File: config.mk
export PLATFORM = sky130hd
export DESIGN_NAME = dmem_arbiter
export DESIGN_NICKNAME = d
export VERILOG_FILES = /design/src/rtl/dmem_arbiter.sv
export SDC_FILE = /design/constraint.sdc
export NUM_CORES = 1
export LEC_CHECK = 0
export CORE_MARGIN = 5
export CORE_UTILIZATION = 22
export CTS_CLUSTER_DIAMETER = 50
export DETAILED_ROUTE_END_ITERATION = 6
export GPL_TIMING_DRIVEN = 0
export PLACE_DENSITY = 0.95
export SLEW_MARGIN = 0
export SYNTH_ARGS = -nofsm -noshare
export SYNTH_HDL_FRONTEND = slang
export SYNTH_SLANG_ARGS = --single-unit
File: constraint.sdc
create_clock -name clk -period 2.5 [get_ports clk]
set_clock_uncertainty 0.2 [all_clocks]
set_input_delay 0.5 -clock clk [delete_from_list [all_inputs] [get_ports clk]]
set_output_delay 0.5 -clock clk [all_outputs]
set_load 0.02 [all_outputs]
File: src/rtl/dmem_arbiter.sv
// dmem_arbiter: shares the dmem port between CPU and DMA, with fixed CPU priority and starvation-forced DMA grants
module dmem_arbiter #(
  parameter int ADDR_WIDTH = 16,
  parameter int MAX_WAIT   = 4
) (
  input  logic                  clk,
  input  logic                  rst,
  input  logic                  cpu_req,
  input  logic                  cpu_wen,
  input  logic                  cpu_byt,
  input  logic [ADDR_WIDTH-1:0] cpu_addr,
  input  logic [15:0]           cpu_wdata,
  output logic                  cpu_gnt,
  output logic                  cpu_rvalid,
  output logic [15:0]           cpu_rdata,
  input  logic                  dma_req,
  input  logic                  dma_wen,
  input  logic                  dma_byt,
  input  logic [ADDR_WIDTH-1:0] dma_addr,
  input  logic [15:0]           dma_wdata,
  output logic                  dma_gnt,
  output logic                  dma_rvalid,
  output logic [15:0]           dma_rdata,
  output logic [ADDR_WIDTH-1:0] mem_addr,
  output logic                  mem_wen,
  output logic                  mem_byt,
  output logic [15:0]           mem_wdata,
  input  logic [15:0]           mem_rdata
);
  localparam int CW = MAX_WAIT > 0 ? $clog2(MAX_WAIT + 1) : 1;
  logic [CW-1:0] wait_cnt_q, wait_cnt_d;
  logic          rd_cpu_q, rd_dma_q;
  logic          force_dma;
  always_comb begin
    force_dma  = dma_req && (wait_cnt_q == CW'(MAX_WAIT));
    dma_gnt    = !rst && dma_req && (force_dma || !cpu_req);
    cpu_gnt    = !rst && cpu_req && !dma_gnt;
    wait_cnt_d = (dma_req && !dma_gnt) ?
                 ((wait_cnt_q == CW'(MAX_WAIT)) ? wait_cnt_q : wait_cnt_q + 1'b1) : '0;
    mem_addr   = dma_gnt ? dma_addr  : cpu_gnt ? cpu_addr  : '0;
    mem_wen    = dma_gnt ? dma_wen   : cpu_gnt ? cpu_wen   : 1'b0;
    mem_byt    = dma_gnt ? dma_byt   : cpu_gnt ? cpu_byt   : 1'b0;
    mem_wdata  = dma_gnt ? dma_wdata : cpu_gnt ? cpu_wdata : '0;
    // a read whose return cycle coincides with reset is dropped, not delivered
    cpu_rvalid = rd_cpu_q && !rst;
    dma_rvalid = rd_dma_q && !rst;
    cpu_rdata  = cpu_rvalid ? mem_rdata : '0;
    dma_rdata  = dma_rvalid ? mem_rdata : '0;
  end
  always_ff @(posedge clk) begin
    if (rst) begin
      wait_cnt_q <= '0;
      rd_cpu_q   <= 1'b0;
      rd_dma_q   <= 1'b0;
    end else begin
      wait_cnt_q <= wait_cnt_d;
      rd_cpu_q   <= cpu_gnt && !cpu_wen;
      rd_dma_q   <= dma_gnt && !dma_wen;
    end
  end
endmodule
==> results of run 1 <==
[worst max-delay path, delay by kind of cell, from the launching register on]
kind	cells	cell delay [ns]
buffers and inverters	4	0.50
flip-flops	1	0.32
AND/OR/NAND/NOR	2	0.31
adder cells (fa/ha/maj)	1	0.20
AO/OA/AOI/OAI	1	0.20
[worst paths after layout]
path	startpoint	endpoint	slack (ns)
hold / removal	wait_cnt_q[0]$_SDFFE_PP0P_	wait_cnt_q[0]$_SDFFE_PP0P_	0.23
setup / recovery	wait_cnt_q[0]$_SDFFE_PP0P_	mem_addr[9]	0.04
hold reg to reg	wait_cnt_q[0]$_SDFFE_PP0P_	wait_cnt_q[0]$_SDFFE_PP0P_	0.23
setup reg to reg	wait_cnt_q[0]$_SDFFE_PP0P_	rd_cpu_q$_SDFF_PP0_	0.90
[layout make-up]
cell class	instances	area [µm²]	area share (%)
clock buffer	4	45.0	1.87
timing repair buffer	166	1440	59.7
tap	48	60.1	2.49
buffer	9	88.8	3.68
multi-input combinational	86	669	27.8
inverter	2	7.51	0.311
sequential	5	101	4.20
[cell usage after synthesis (2+ instances only)]
cell / instances / area, µm²
a22o_1: 33 / 289
and2_1: 32 / 200
buf_2: 2 / 10.0
buf_6: 7 / 78.8
dfxtp_1: 5 / 100
ha_1: 2 / 25.0
inv_1: 2 / 7.51
nand2_1: 3 / 11.3
nand3_1: 2 / 10.0
nor2_1: 2 / 7.51
nor2b_1: 3 / 18.8
[cells by family after synthesis]
logic type,after synthesis
AOI/OAI and AO/OA,36
adders and majority gates,2
and+or+nand+nor,47
DFF,5
muxes,1
buffers and inverters,11
[where the power goes]
part	total (mW)	leakage (nW)	switching (mW)	internal (mW)
logic	0.331	1.13	0.131	0.200
clock network	0.153	0.0228	0.0436	0.110
registers	0.0833	0.0411	0.000979	0.0823
total	0.568	1.19	0.176	0.392
[per-layer routing]
layer / part of all wire [%] / global-route usage (%) / vias up / routed length, µm
li1: - / - / 714 / -
met1: 32 / 16.8 / 624 / 1590
met2: 55 / 36.6 / 88 / 2730
met3: 10 / 5.68 / 15 / 506
met4: 3.3 / 7.93 / 0 / 167
met5: 0 / 0 / - / 0
[metrics by stage]
| stage | setup TNS, ns | power [mW] | cells | util, % | setup slack [ns] |
|---|---|---|---|---|---|
| after detailed placement | -42.27 | 0.442 | 307 | 67.2 | -0.714 |
| after global routing | -0.0449 | 0.597 | 320 | 65.4 | -0.0214 |
| after floorplan | 0 | 0.208 | 102 | - | 0.456 |
| after CTS | 0 | 0.572 | 319 | 65.4 | 0.00320 |
| after global placement | -41.09 | 0.436 | 307 | 67.2 | -0.679 |
| final | 0 | 0.568 | 320 | 65.4 | 0.0386 |
[cells in the final DEF (no fill, tap or decap), types with 2 or more instances in the layout]
cell type        instances
dlygate4sd2_1           23
clkbuf_8                 3
nand3_1                  2
clkdlybuf4s50_1         98
buf_6                    8
nor2b_4                  3
buf_4                   10
a22o_1                  33
nor2_1                   2
clkbuf_2                 3
dfxtp_1                  4
inv_1                    2
buf_2                   33
nand2_1                  2
and2_1                  32
[flip-flops by register name, indices dropped and copies added, names as in the netlist]
| register | flops |
|---|---|
| rd_cpu_q | 1 |
| wait_cnt_q | 3 |
| rd_dma_q | 1 |
[what timing repair did]
item	in CTS	in global routing
setup buffers	5	1
hold buffers	0	0
pin swaps	0	1
cloned	3	0
setup endpoints to repair	70	31
gates resized for setup	166	12
==> results.sh, run 1 <==
export IMPL_synth_edff_count=0
export IMPL_syn_area_um2=846
export IMPL_arrival_ns=1.76
export IMPL_cts_tree="yes"
export IMPL_async_reset_ff_share_pct=0
export IMPL_via_count=1441
export IMPL_rows=22
export IMPL_hold_class="reg -> reg"
export IMPL_reg2regPathDepth=7
export IMPL_critPathLaunchType="flop"
export IMPL_irDropWorstVdd_mv=0.241
export IMPL_synth_simple_area_share_pct=34.8
export IMPL_die_w_um=72.0
export IMPL_drtAntennaViolNets=0
export IMPL_finalInstanceArea_um2=2410
export IMPL_synthMuxAreaShare_pct=1.18
export IMPL_end_kind="output port"
export IMPL_crit_path_frequent_cell="buf_6"
export IMPL_antenna_found_initial=0
export IMPL_htreeDepth=1
export IMPL_cts_path_max_buffers=2
export IMPL_synth_compound_area_share_pct=37.9
export IMPL_min_period_over_period_pct=98.5
export IMPL_clock_sinks=5
export IMPL_wl_per_cell_um=15.6
export IMPL_syn_avg_cell_area_um2=8.29
export IMPL_numCtsBuffers=3
export IMPL_worst_hold_slack_ns=0.229
export IMPL_holdPathStages=1
export IMPL_path_clk_slew_ns=0.04
export IMPL_area_growth_synth_to_final_pct=185
export IMPL_synth_seq_cells=5
export IMPL_finalWeightedCongestion=0.787
export IMPL_finalNetCount=363
export IMPL_synth_top_family_by_area="compound AO/OA/AOI/OAI gates"
export IMPL_drcViolationCount=0
export IMPL_diodes=0
export IMPL_crit_chain="inv_1 -> ha_2 -> nand3_1 -> and3b_1 -> buf_6 -> buf_6 -> a22o_1 -> buf_4"
export IMPL_slew_headroom_pct=82.6
export IMPL_initial_core_util_pct=22.9
export IMPL_crit_required_ns=1.80
export IMPL_critPathKind="reg -> out"
export IMPL_slowest_stage="dfxtp_2"
export IMPL_max_stage_delay_ns=0.32
export IMPL_drt_iter0_markers=22
export IMPL_cts_root_buf="clkbuf_8"
export IMPL_grt_max_degree=11
export IMPL_avgViaCountPerCell=4.50
export IMPL_insertion_delay_ns=0.22
export IMPL_hold_violations=0
export IMPL_die_y_um=72.0
export IMPL_setup_viol=0
export IMPL_worst_pin_slew_ns=0.261
export IMPL_fill_cells=338
export IMPL_fmax_mhz=406
export IMPL_synth_xor_area_share_pct=0
export IMPL_grt_pass1_wl_um=7470
export IMPL_fin_crit_ns=2.46
export IMPL_syn_inst=102
export IMPL_power_density_nw_per_um2=236
export IMPL_cp_max_fo=10
export IMPL_leakagePower_nw=1.19
export IMPL_first_global_vias=1571
export IMPL_ys_types=20
export IMPL_grt_overflow=0
export IMPL_status="finished clean"
export IMPL_io_buffer_count=157
export IMPL_drt_total_wl_um=5000
export IMPL_placed_area_um2=2480
export IMPL_ys_seq_area_share_pct=11.8
export IMPL_syn_num_nets=192
export IMPL_dpl_hpwl_um=4280
export IMPL_coreArea_um2=3690
export IMPL_first_pass_iters=3
export IMPL_slew_viol_final=0
export IMPL_final_layout_size_suffix_gt1_share_pct=23.5
export IMPL_drv_cap=0
export IMPL_synthAdderAreaFrac_pct=2.96
export IMPL_ys_warn_count=0
export IMPL_die_area_um2=5180
export IMPL_yosys_most_used_dff="dfxtp_1"
export IMPL_gr_usage_all_layers_pct=18.4
export IMPL_ios=158
No activity file was read; power rests on OpenSTA's default activity.
==> inputs of run 2 (changes only) <==
--- a/config.mk
+++ b/config.mk
@@ -5,12 +5,14 @@
 export SDC_FILE = /design/constraint.sdc
 export NUM_CORES = 1
 export LEC_CHECK = 0
+export ABC_AREA = 1
 export CORE_MARGIN = 5
-export CORE_UTILIZATION = 22
+export CORE_UTILIZATION = 25
 export CTS_CLUSTER_DIAMETER = 50
 export DETAILED_ROUTE_END_ITERATION = 6
 export GPL_TIMING_DRIVEN = 0
 export PLACE_DENSITY = 0.95
+export SETUP_SLACK_MARGIN = 0.15
 export SLEW_MARGIN = 0
 export SYNTH_ARGS = -nofsm -noshare
 export SYNTH_HDL_FRONTEND = slang
==> constraint.sdc (replaced) <==
create_clock -name clk -period 2.5 [get_ports clk]
set_clock_uncertainty 0.2 [all_clocks]
set_input_delay 0.5 -clock clk [delete_from_list [all_inputs] [get_ports clk]]
set_output_delay 0.5 -clock clk [all_outputs]
set_load 0.005 [all_outputs]
==> run 2 against run 1 <==
  * Highest routed layer unchanged
  * Critical endpoint is now dma_rdata[3]
  * Utilization up 11 points
  * Sequential power increased by 0.6%
  * Combinational power rose by 13%
  * Worst setup slack improved by 0.087 ns
  * Largest cell class unchanged
  * Register-to-register slack hardly changed
  * Die area grew 5.5%
  * Total power rose by 6.7%
  * Hold slack better by 0.066 ns
  * Cell area up 26%
==> results.sh, run 2 <==
export IMPL_cp_max_fo=2
export IMPL_status="finished clean"
export IMPL_die_y_um=73.9
export IMPL_finalInstanceArea_um2=3050
export IMPL_hold_class="reg -> reg"
export IMPL_ys_seq_area_share_pct=9.79
export IMPL_critPathKind="in -> out"
export IMPL_grt_overflow=0
export IMPL_drtAntennaViolNets=0
export IMPL_crit_required_ns=1.80
export IMPL_coreArea_um2=3970
export IMPL_cts_root_buf="clkbuf_8"
export IMPL_drt_total_wl_um=6600
export IMPL_fmax_mhz=421
export IMPL_fin_crit_ns=2.37
export IMPL_syn_avg_cell_area_um2=5.04
export IMPL_grt_pass1_wl_um=9600
export IMPL_rows=23
export IMPL_critPathLaunchType="primary input"
export IMPL_layout_commonest_cell="clkdlybuf4s50_1"
export IMPL_final_layout_size_suffix_gt1_share_pct=24.8
export IMPL_min_from="wait_cnt_q[0]$_SDFFE_PP0P_"
export IMPL_ys_warn_count=0
export IMPL_synth_area_leaders="nand3_1 (33%), nand2_1 (15%), nor2_1 (13%)"
export IMPL_crit_start="mem_rdata[3]"
export IMPL_finalNetCount=491
export IMPL_finalWeightedCongestion=0.736
export IMPL_grt_use_met1_pct=23.3
export IMPL_synth_edff_count=0
export IMPL_async_reset_ff_share_pct=0
export IMPL_diodes=0
export IMPL_dpl_hpwl_um=4830
export IMPL_slew_viol_final=0
export IMPL_io_buffer_count=157
export IMPL_drt_iter0_markers=89
export IMPL_r2r_start="wait_cnt_q[1]$_SDFFE_PP0P_"
export IMPL_leakagePower_nw=2.04
export IMPL_syn_inst=203
export IMPL_yosysMostFrequentCell="nand3_1"
export IMPL_drcViolationCount=0
export IMPL_die_w_um=73.9
export IMPL_insertion_delay_ns=0.22
export IMPL_gr_usage_all_layers_pct=21.8
export IMPL_fill_cells=305
export IMPL_placed_area_um2=2660
export IMPL_ys_types=14
export IMPL_largest_reg_flops=3
export IMPL_ios=158
export IMPL_finalPower_uw=606
export IMPL_regMostFlops="wait_cnt_q"
export IMPL_yosys_top_cells_count="nand3_1 (67), nand2_1 (41), nor2_1 (36)"
export IMPL_slew_headroom_pct=87.7
export IMPL_yosysTopAreaCell="nand3_1"
export IMPL_worst_pin_slew_ns=0.183
export IMPL_syn_num_nets=293
export IMPL_initial_core_util_pct=25.7
export IMPL_clock_sinks=5
export IMPL_place_ws_ns=-0.478
export IMPL_synth_seq_cells=5
export IMPL_synth_top_area_share_pct=32.8
export IMPL_avgViaCountPerCell=4.76
export IMPL_use_met3_pct=6.08
export IMPL_via_count=2144
export IMPL_first_pass_iters=4
export IMPL_busiest_layer="met2"
export IMPL_arrival_ns=1.67
export IMPL_drv_cap=0
export IMPL_htreeDepth=1
export IMPL_area_growth_synth_to_final_pct=198
export IMPL_grt_util_met2_pct=41.9
export IMPL_path_clk_slew_ns=0.04
export IMPL_die_area_um2=5470
export IMPL_power_density_nw_per_um2=199
export IMPL_cts_tree="yes"
export IMPL_setup_viol=0
export IMPL_first_global_vias=2091
export IMPL_multi_input_area_um2=764
export IMPL_irDropWorstVdd_mv=0.138
export IMPL_syn_area_um2=1020
export IMPL_setup_ws_ns=0.126
export IMPL_reg_top3="wait_cnt_q: 3 flops, rd_cpu_q: 1 flops, rd_dma_q: 1 flops"
export IMPL_wl_per_cell_um=14.7
export IMPL_numCtsBuffers=3
export IMPL_rsz0062_at_grt="yes"
export IMPL_final_core_util_pct=76.8
export IMPL_yosys_most_used_dff="dfxtp_1"
export IMPL_grt_max_degree=11
export IMPL_register_area_um2=103
export IMPL_hold_violations=0
export IMPL_cts_path_max_buffers=2
export IMPL_final_cell_mix="clkdlybuf4s50_1 (92), nand3_1 (64), nand2_1 (40), nor2_1 (35), inv_1 (26)"
export IMPL_antenna_found_initial=0
export IMPL_min_period_over_period_pct=95.0
export IMPL_end_kind="output port"
[run 2: changes by cell type after synthesis, moves of 28 or more]
cell / delta
nand3_1: +65
nand2_1: +38
nor2_1: +34
a22o_1: -33
and2_1: -32
inv_1: +28
[run 2: critical path: stages]
cell and delay (ns):
clkdlybuf4s50_1 0.48, inv_1 0.07, nor2_1 0.11, clkdlybuf4s50_1 0.51
[run 2: final timing paths]
| path | to | slack, ns | depth (start not counted) |
|---|---|---|---|
| worst min register to register | wait_cnt_q[0]$_SDFFE_PP0P_ | 0.30 | 2 |
| worst max register to register | wait_cnt_q[2]$_SDFFE_PP0P_ | 0.89 | 9 |
| worst min-delay path | wait_cnt_q[0]$_SDFFE_PP0P_ | 0.30 | 2 |
| worst max-delay path | dma_rdata[3] | 0.13 | 4 |
[run 2: layout make-up]
type,count,area share [%]
flip-flops and latches,5,3.36
plain buffers,14,5.05
clock buffers,4,1.48
multi-input cells,155,25.1
repair buffers,192,59.2
well taps,50,2.05
inverters,30,3.78
[run 2: metrics by stage]
| step | std cells | hold WS, ns | setup TNS [ns] |
|---|---|---|---|
| floorplan | 203 | 0.217 | 0 |
| global placement | 410 | 0.229 | -22.79 |
| detailed placement | 410 | 0.238 | -23.14 |
| CTS | 446 | 0.288 | 0 |
| global route | 450 | 0.313 | 0 |
| finish | 450 | 0.295 | 0 |
[run 2: what timing repair did]
item / CTS / global route
gates resized for setup: 121 / 61
pin swaps: 7 / 5
hold buffers: 0 / 0
hold endpoints to repair: 0 / 0
endpoints found under the setup margin: 70 / 59
cloned: 7 / 0
buffers inserted: 25 / 4
[run 2: kinds of logic after synthesis]
family | Yosys count | synth area share, %
buffers and inverters | 44 | 20.2
adder cells (fa/ha/maj) | 2 | 2.45
AO/OA/AOI/OAI | 1 | 0.489
AND/OR/NAND/NOR | 150 | 66.2
flip-flops | 5 | 9.79
XOR/XNOR | 1 | 0.857
[run 2: report_power, final]
part / internal [mW] / switching, mW / leakage, nW / total (mW)
Combinational: 0.238 / 0.137 / 1.97 / 0.374
Sequential: 0.0824 / 0.00142 / 0.0416 / 0.0838
Clock: 0.109 / 0.0386 / 0.0228 / 0.148
Total: 0.429 / 0.177 / 2.04 / 0.606
[run 2: routing by layer]
metal  part of all wire, %  up-vias
met2                    51      136
met3                    13       16
met1                    34      961
met4                   2.1        0
li1                      -     1031
met5                     0        -
